## config.mk

```make
export PLATFORM = sky130hd
export DESIGN_NAME = tilelink_nto1_arbiter
export DESIGN_NICKNAME = d
export VERILOG_FILES = /design/src/rtl/tilelink_nto1_arbiter.sv
export SDC_FILE = /design/constraint.sdc
export NUM_CORES = 1
export LEC_CHECK = 0
export CORE_AREA = 2 2 140 142
export CTS_CLUSTER_SIZE = 12
export DETAILED_ROUTE_END_ITERATION = 8
export DIE_AREA = 0 0 142 144
export GPL_ROUTABILITY_DRIVEN = 0
export MAX_ROUTING_LAYER = met4
export PLACE_DENSITY = 0.71
export RECOVER_POWER = 50
export SLEW_MARGIN = 20
export SYNTH_ARGS = -nofsm -noshare
export SYNTH_HDL_FRONTEND = slang
export SYNTH_SLANG_ARGS = --single-unit
```

## constraint.sdc

```tcl
create_clock -name tilelink_clock_i -period 3.2 [get_ports tilelink_clock_i]
set_input_delay 0.32 -clock tilelink_clock_i [delete_from_list [all_inputs] [get_ports tilelink_clock_i]]
set_output_delay 0.32 -clock tilelink_clock_i [all_outputs]
set_load 0.01 [all_outputs]
```

## src/rtl/tilelink_nto1_arbiter.sv

```systemverilog
// TileLink-UL N-to-1 arbiter: round-robin on channel A with Put-burst
// grant locking, registered A output, source-decoded combinational D demux.
`timescale 1ns/1ps
module tilelink_nto1_arbiter #(
    parameter  int M     = 2,
    parameter  int TL_DW = 32,
    parameter  int TL_AW = 32,
    parameter  int TL_RS = 4,
    parameter  int TL_SZ = 4,
    localparam int IW    = $clog2(M),
    localparam int BB    = TL_DW / 8
) (
    input  logic                  tilelink_clock_i,
    input  logic                  tilelink_reset_i,
    input  logic [3*M-1:0]        master_a_opcode,
    input  logic [3*M-1:0]        master_a_param,
    input  logic [M*TL_SZ-1:0]    master_a_size,
    input  logic [M*TL_RS-1:0]    master_a_source,
    input  logic [M*TL_AW-1:0]    master_a_address,
    input  logic [M*BB-1:0]       master_a_mask,
    input  logic [M*TL_DW-1:0]    master_a_data,
    input  logic [M-1:0]          master_a_corrupt,
    input  logic [M-1:0]          master_a_valid,
    output logic [M-1:0]          master_a_ready,
    output logic [2:0]            master_d_opcode,
    output logic [1:0]            master_d_param,
    output logic [TL_SZ-1:0]      master_d_size,
    output logic [TL_RS-1:0]      master_d_source,
    output logic                  master_d_denied,
    output logic                  master_d_corrupt,
    output logic [TL_DW-1:0]      master_d_data,
    output logic [M-1:0]          master_d_valid,
    input  logic [M-1:0]          master_d_ready,
    output logic [2:0]            slave_a_opcode,
    output logic [2:0]            slave_a_param,
    output logic [TL_SZ-1:0]      slave_a_size,
    output logic [TL_RS+IW-1:0]   slave_a_source,
    output logic [TL_AW-1:0]      slave_a_address,
    output logic [BB-1:0]         slave_a_mask,
    output logic [TL_DW-1:0]      slave_a_data,
    output logic                  slave_a_corrupt,
    output logic                  slave_a_valid,
    input  logic                  slave_a_ready,
    input  logic [2:0]            slave_d_opcode,
    input  logic [1:0]            slave_d_param,
    input  logic [TL_SZ-1:0]      slave_d_size,
    input  logic [TL_RS+IW-1:0]   slave_d_source,
    input  logic                  slave_d_denied,
    input  logic                  slave_d_corrupt,
    input  logic                  slave_d_valid,
    input  logic [TL_DW-1:0]      slave_d_data,
    output logic                  slave_d_ready
);

    localparam int LBB = $clog2(BB);

    logic                r_a_valid;
    logic [2:0]          r_a_opcode;
    logic [2:0]          r_a_param;
    logic [TL_SZ-1:0]    r_a_size;
    logic [TL_RS+IW-1:0] r_a_source;
    logic [TL_AW-1:0]    r_a_address;
    logic [BB-1:0]       r_a_mask;
    logic [TL_DW-1:0]    r_a_data;
    logic                r_a_corrupt;

    logic [IW-1:0]       r_rr_ptr;
    logic                r_lock;
    logic [IW-1:0]       r_lock_idx;
    logic [12:0]         r_beats_left;

    logic                w_can_load;
    logic                w_accept;
    logic                w_found;
    logic [IW-1:0]       w_idx;
    logic [M-1:0]        w_grant;
    logic                w_hi_found;
    logic [IW-1:0]       w_hi_idx;
    logic                w_lo_found;
    logic [IW-1:0]       w_lo_idx;
    logic [IW-1:0]       w_next_ptr;

    logic [2:0]          w_sel_opcode;
    logic [2:0]          w_sel_param;
    logic [TL_SZ-1:0]    w_sel_size;
    logic [TL_RS-1:0]    w_sel_source;
    logic [TL_AW-1:0]    w_sel_address;
    logic [BB-1:0]       w_sel_mask;
    logic [TL_DW-1:0]    w_sel_data;
    logic                w_sel_corrupt;
    logic                w_is_put;
    logic                w_multi;
    logic [12:0]         w_burst_len;

    logic [IW-1:0]       w_d_idx;
    logic                w_d_hit;

    assign w_can_load = !r_a_valid || slave_a_ready;

    // Round-robin: lowest valid index at/after the pointer, else wrap.
    always_comb begin
        w_hi_found = 1'b0;
        w_hi_idx   = '0;
        w_lo_found = 1'b0;
        w_lo_idx   = '0;
        for (int i = 0; i < M; i++) begin
            if (master_a_valid[i]) begin
                if (!w_lo_found) begin
                    w_lo_found = 1'b1;
                    w_lo_idx   = IW'(i);
                end
                if (!w_hi_found && (IW'(i) >= r_rr_ptr)) begin
                    w_hi_found = 1'b1;
                    w_hi_idx   = IW'(i);
                end
            end
        end
        if (r_lock) begin
            w_found = master_a_valid[r_lock_idx];
            w_idx   = r_lock_idx;
        end else if (w_hi_found) begin
            w_found = 1'b1;
            w_idx   = w_hi_idx;
        end else begin
            w_found = w_lo_found;
            w_idx   = w_lo_idx;
        end
    end

    assign w_grant        = w_found ? (M'(1) << w_idx) : '0;
    assign master_a_ready = w_can_load ? w_grant : '0;
    assign w_accept       = w_can_load && w_found;
    assign w_next_ptr     = (w_idx == IW'(M - 1)) ? '0 : w_idx + 1'b1;

    always_comb begin
        w_sel_opcode  = '0;
        w_sel_param   = '0;
        w_sel_size    = '0;
        w_sel_source  = '0;
        w_sel_address = '0;
        w_sel_mask    = '0;
        w_sel_data    = '0;
        w_sel_corrupt = 1'b0;
        for (int i = 0; i < M; i++) begin
            if (w_idx == IW'(i)) begin
                w_sel_opcode  = master_a_opcode[i*3 +: 3];
                w_sel_param   = master_a_param[i*3 +: 3];
                w_sel_size    = master_a_size[i*TL_SZ +: TL_SZ];
                w_sel_source  = master_a_source[i*TL_RS +: TL_RS];
                w_sel_address = master_a_address[i*TL_AW +: TL_AW];
                w_sel_mask    = master_a_mask[i*BB +: BB];
                w_sel_data    = master_a_data[i*TL_DW +: TL_DW];
                w_sel_corrupt = master_a_corrupt[i];
            end
        end
    end

    // Only Puts larger than one beat and at most 4 KiB start a locked burst.
    assign w_is_put    = (w_sel_opcode == 3'd0) || (w_sel_opcode == 3'd1);
    assign w_multi     = !r_lock && w_is_put &&
                         (int'(w_sel_size) > LBB) &&
                         (int'(w_sel_size) <= 12);
    assign w_burst_len = 13'((1 << (int'(w_sel_size) - LBB)) - 1);

    always_ff @(posedge tilelink_clock_i) begin
        if (tilelink_reset_i) begin
            r_a_valid    <= 1'b0;
            r_rr_ptr     <= '0;
            r_lock       <= 1'b0;
            r_lock_idx   <= '0;
            r_beats_left <= '0;
        end else if (w_accept) begin
            r_a_valid <= 1'b1;
            if (r_lock) begin
                r_beats_left <= r_beats_left - 13'd1;
                if (r_beats_left == 13'd1) begin
                    r_lock <= 1'b0;
                end
            end else begin
                r_rr_ptr <= w_next_ptr;
                if (w_multi) begin
                    r_lock       <= 1'b1;
                    r_lock_idx   <= w_idx;
                    r_beats_left <= w_burst_len;
                end
            end
        end else if (w_can_load) begin
            r_a_valid <= 1'b0;
        end
    end

    always_ff @(posedge tilelink_clock_i) begin
        if (w_accept) begin
            r_a_opcode  <= w_sel_opcode;
            r_a_param   <= w_sel_param;
            r_a_size    <= w_sel_size;
            r_a_source  <= {w_idx, w_sel_source};
            r_a_address <= w_sel_address;
            r_a_mask    <= w_sel_mask;
            r_a_data    <= w_sel_data;
            r_a_corrupt <= w_sel_corrupt;
        end
    end

    assign slave_a_valid   = r_a_valid;
    assign slave_a_opcode  = r_a_opcode;
    assign slave_a_param   = r_a_param;
    assign slave_a_size    = r_a_size;
    assign slave_a_source  = r_a_source;
    assign slave_a_address = r_a_address;
    assign slave_a_mask    = r_a_mask;
    assign slave_a_data    = r_a_data;
    assign slave_a_corrupt = r_a_corrupt;

    assign w_d_idx = slave_d_source[TL_RS +: IW];

    // Non-power-of-two M leaves source prefixes with no master; sink them.
    if ((1 << IW) == M) begin : g_d_pow2
        assign w_d_hit = 1'b1;
    end else begin : g_d_npow2
        assign w_d_hit = (int'(w_d_idx) < M);
    end

    assign master_d_valid   = (slave_d_valid && w_d_hit) ?
                              (M'(1) << w_d_idx) : '0;
    assign slave_d_ready    = w_d_hit ? master_d_ready[w_d_idx] : 1'b1;
    assign master_d_opcode  = slave_d_opcode;
    assign master_d_param   = slave_d_param;
    assign master_d_size    = slave_d_size;
    assign master_d_source  = slave_d_source[TL_RS-1:0];
    assign master_d_denied  = slave_d_denied;
    assign master_d_corrupt = slave_d_corrupt;
    assign master_d_data    = slave_d_data;

endmodule

```

==> flow_summary.json <==
{
  "wl_per_cell_um": 17.8,
  "clockBufferDepth": 2,
  "dpl_cell_area_mm2": 0.00844,
  "grt_usage_pct": 19.3,
  "final_util_pct": 45.8,
  "syn_nets": 869,
  "timing.slew.headroom_pct": 53.0,
  "final_max_slew_viol_count": 0,
  "holdCritPathClass": "reg2reg",
  "clock-sinks": 101,
  "grt_use_met2_pct": 34.2,
  "fin_skew_ps": 7.66,
  "synthFlopType": "edfxtp_1",
  "ios": 359,
  "synth_edf_count": 84,
  "reg2reg_slack_ps": 280,
  "worst_slew_pin_slew_ps": 699,
  "ys_ff_latch": 101,
  "die-area_mm2": 0.0204,
  "port_buffers": 264,
  "ir_drop_mv": 0.231,
  "cp_cell_sequence": "clkdlybuf4s50_1 > nand2b_1 > a21oi_4 > mux2i_2 > ha_1 > ha_1 > or2_2 > a2111oi_0 > mux2_4 > and3_1 > buf_4 > o2111ai_1 > o311ai_0",
  "antenna_found_initial": 2,
  "cts_setup_buffers": 0,
  "startpoint_type": "input port",
  "tritoncts": "done",
  "dp_cells": 1101,
  "hold_buffers": 0,
  "async_flop_share_pct": 0,
  "crit_family": "compound AO/OA/AOI/OAI gates",
  "path_depth": 13,
  "timing.critical_path.mode_cell": "ha_1",
  "num_vias": 5305,
  "vias_per_cell": 4.75,
  "cpMaxStageDelayCell": "clkdlybuf4s50_1",
  "synth_area_mm2": 0.00566,
  "path_class": "in2reg",
  "layout.nets": 1106,
  "clock_latency_ps": 340,
  "busiest_layer": "met2",
  "hold_violations": 0,
  "cts-resized-gates": 0,
  "cts_buffers": 9,
  "critPathArrivalTime_ps": 3230,
  "worstPathRequired_ps": 3420,
  "drv_cap": 0,
  "die_x_um": 142,
  "die_h_um": 144,
  "status": "complete, no violations",
  "power_leakage_nw": 3.64,
  "r2r_end": "r_beats_left[7]$_SDFFE_PP0P_",
  "postSynthCellCount": 637,
  "grt.overflow.total": 0,
  "stdcell_count": 1118,
  "yosysSeqAreaShare_pct": 50.5,
  "route.antenna.remaining_nets": 0,
  "grt_use_met1_pct": 20.3,
  "cts.htree.levels": 3,
  "reg2reg_depth": 12,
  "layout_worst_path_cycle_share_pct": 94.1,
  "root_buffer": "clkbuf_16",
  "startpoint": "master_a_valid[0]",
  "max_freq_mhz": 332,
  "initial_core_util_pct": 29.7,
  "wirelength_mm": 19.9,
  "fin_setup_tns_ps": 0,
  "grt_first_pass_wirelength_mm": 29.0,
  "crit_end": "r_beats_left[7]$_SDFFE_PP0P_",
  "fillers": 1768,
  "power_density_mw_per_mm2": 480,
  "multi_input_area_mm2": 0.00226,
  "path_clk_slew_ps": 70,
  "cp-end-kind": "register",
  "grt_pass1_vias": 5136,
  "ys_warn_count": 0,
  "num_rows": 51,
  "finalSetupViolCount": 0,
  "seq_area_mm2": 0.00286,
  "drc": 0,
  "critical_path.max_stage_delay_ps": 490,
  "drive_gt1_share_pct": 9.00,
  "syn_avg_cell_area_um2": 8.89,
  "use_met3_pct": 4.70,
  "drtIter0Drc": 289,
  "fin_crit_ps": 3010,
  "hpwl_mm": 15.5,
  "path_buf_inv": 2,
  "core_area_mm2": 0.0191,
  "path_max_fanout": 9,
  "dr.pass1.iters": 5,
  "area_delta_synth_final_pct": 54.2,
  "ys_types": 59,
  "regToRegStartpoint": "r_rr_ptr$_SDFFE_PP0P_",
  "finalInstanceArea_mm2": 0.00874,
  "grt_max_degree": 47
}
-- tightest hold or removal path, stage by stage, from the launching register on --
cell and delay (ps):
dfxtp_1 310, nor2_1 100, a311oi_1 50
-- stage by stage --
stage | setup WS (ps) | hold slack [ps] | power, mW
2_1_floorplan | 22.6 | 429 | 2.49
3_3_place_gp | -88.6 | 487 | 3.21
3_5_place_dp | -158 | 498 | 3.23
4_1_cts | 190 | 511 | 4.29
5_1_grt | -39.7 | 518 | 4.40
6_report | 189 | 506 | 4.20
-- placed cells by master, fill, tap and decap left out, drive strengths merged, types with 3 or more instances in the layout --
cell           Yosys  layout
xnor2              3       3
ha                10      10
nor2b              5       5
nor2              24      24
nor4               3       3
nand4              5       5
nor3               8       8
clkbuf            26       9
nand2            257     257
mux2i             11      11
o211ai             4       4
nand3              9       9
dlygate4sd3        0      86
clkdlybuf4s50      0     178
and3               4       4
inv               17      17
a31oi              4       4
edfxtp            84      84
a311oi             3       3
o21ai             20      20
a2111oi            3       3
mux2               4       4
a21o               4       4
dfxtp             17      17
nand2b             7       7
and2               4       4
clkinv             0       6
buf               55      43
a21oi             14      14
-- power by group --
group	total (mW)	internal (mW)	switching, mW
Clock	1.05	0.540	0.511
Combinational	1.43	0.695	0.732
Sequential	1.72	1.65	0.0670
-- final cells by class --
cell class | count | area share (%)
timing repair buffer | 307 | 33.9
antenna | 2 | 0.0573
sequential | 101 | 32.8
tap | 238 | 3.41
multi-input combinational | 438 | 25.8
clock buffer | 9 | 2.58
clock inverter | 6 | 0.659
inverter | 17 | 0.759
-- sequential cells by signal (all words and copies together), names as in the netlist --
register         count
r_lock_idx           1
slave_a_param        3
slave_a_mask         4
slave_a_data        32
slave_a_valid        1
r_lock               1
slave_a_opcode       3
r_beats_left        13
slave_a_size         4
r_rr_ptr             1
slave_a_address     32
slave_a_corrupt      1
slave_a_source       5
-- layer usage --
layer,routed length (um),part of all wire [%],vias to the layer above
li1,-,-,2585
met1,7350,37,2438
met2,10000,50,219
met3,1710,8.6,63
met4,803,4.0,0
met5,0,0,-
-- how the worst min path moves through the flow --
stage	slack, ps	start	to	depth (start not counted)
after global placement	490	r_rr_ptr$_SDFFE_PP0P_	r_rr_ptr$_SDFFE_PP0P_	2
final	510	r_rr_ptr$_SDFFE_PP0P_	r_rr_ptr$_SDFFE_PP0P_	2
after global routing	520	r_rr_ptr$_SDFFE_PP0P_	r_rr_ptr$_SDFFE_PP0P_	2
after floorplan	430	master_a_valid[1]	r_rr_ptr$_SDFFE_PP0P_	1
after detailed placement	500	r_rr_ptr$_SDFFE_PP0P_	r_rr_ptr$_SDFFE_PP0P_	2
after CTS	510	r_rr_ptr$_SDFFE_PP0P_	r_rr_ptr$_SDFFE_PP0P_	2
-- cell usage after synthesis (all sizes together) (7+ instances only) --
master    n  share of area (%)
nor2     24                1.6
nand2b    7               0.77
dfxtp    17                6.0
nand2   257                 17
nor3      8               0.71
o21ai    20                1.8
a21oi    14                1.5
inv      17                1.1
buf      55                7.1
mux2i    11                2.2
edfxtp   84                 45
ha       10                2.2
nand3     9               0.80
clkbuf   26                1.7
-- cell families after synthesis --
logic type	synth area share (%)
XOR/XNOR	0.619
buffers and inverters	9.98
flip-flops	50.5
AO/OA/AOI/OAI	9.46
multiplexers	2.96
adder cells (fa/ha/maj)	2.21
AND/OR/NAND/NOR	24.2
(Power assumes the default switching activity.)
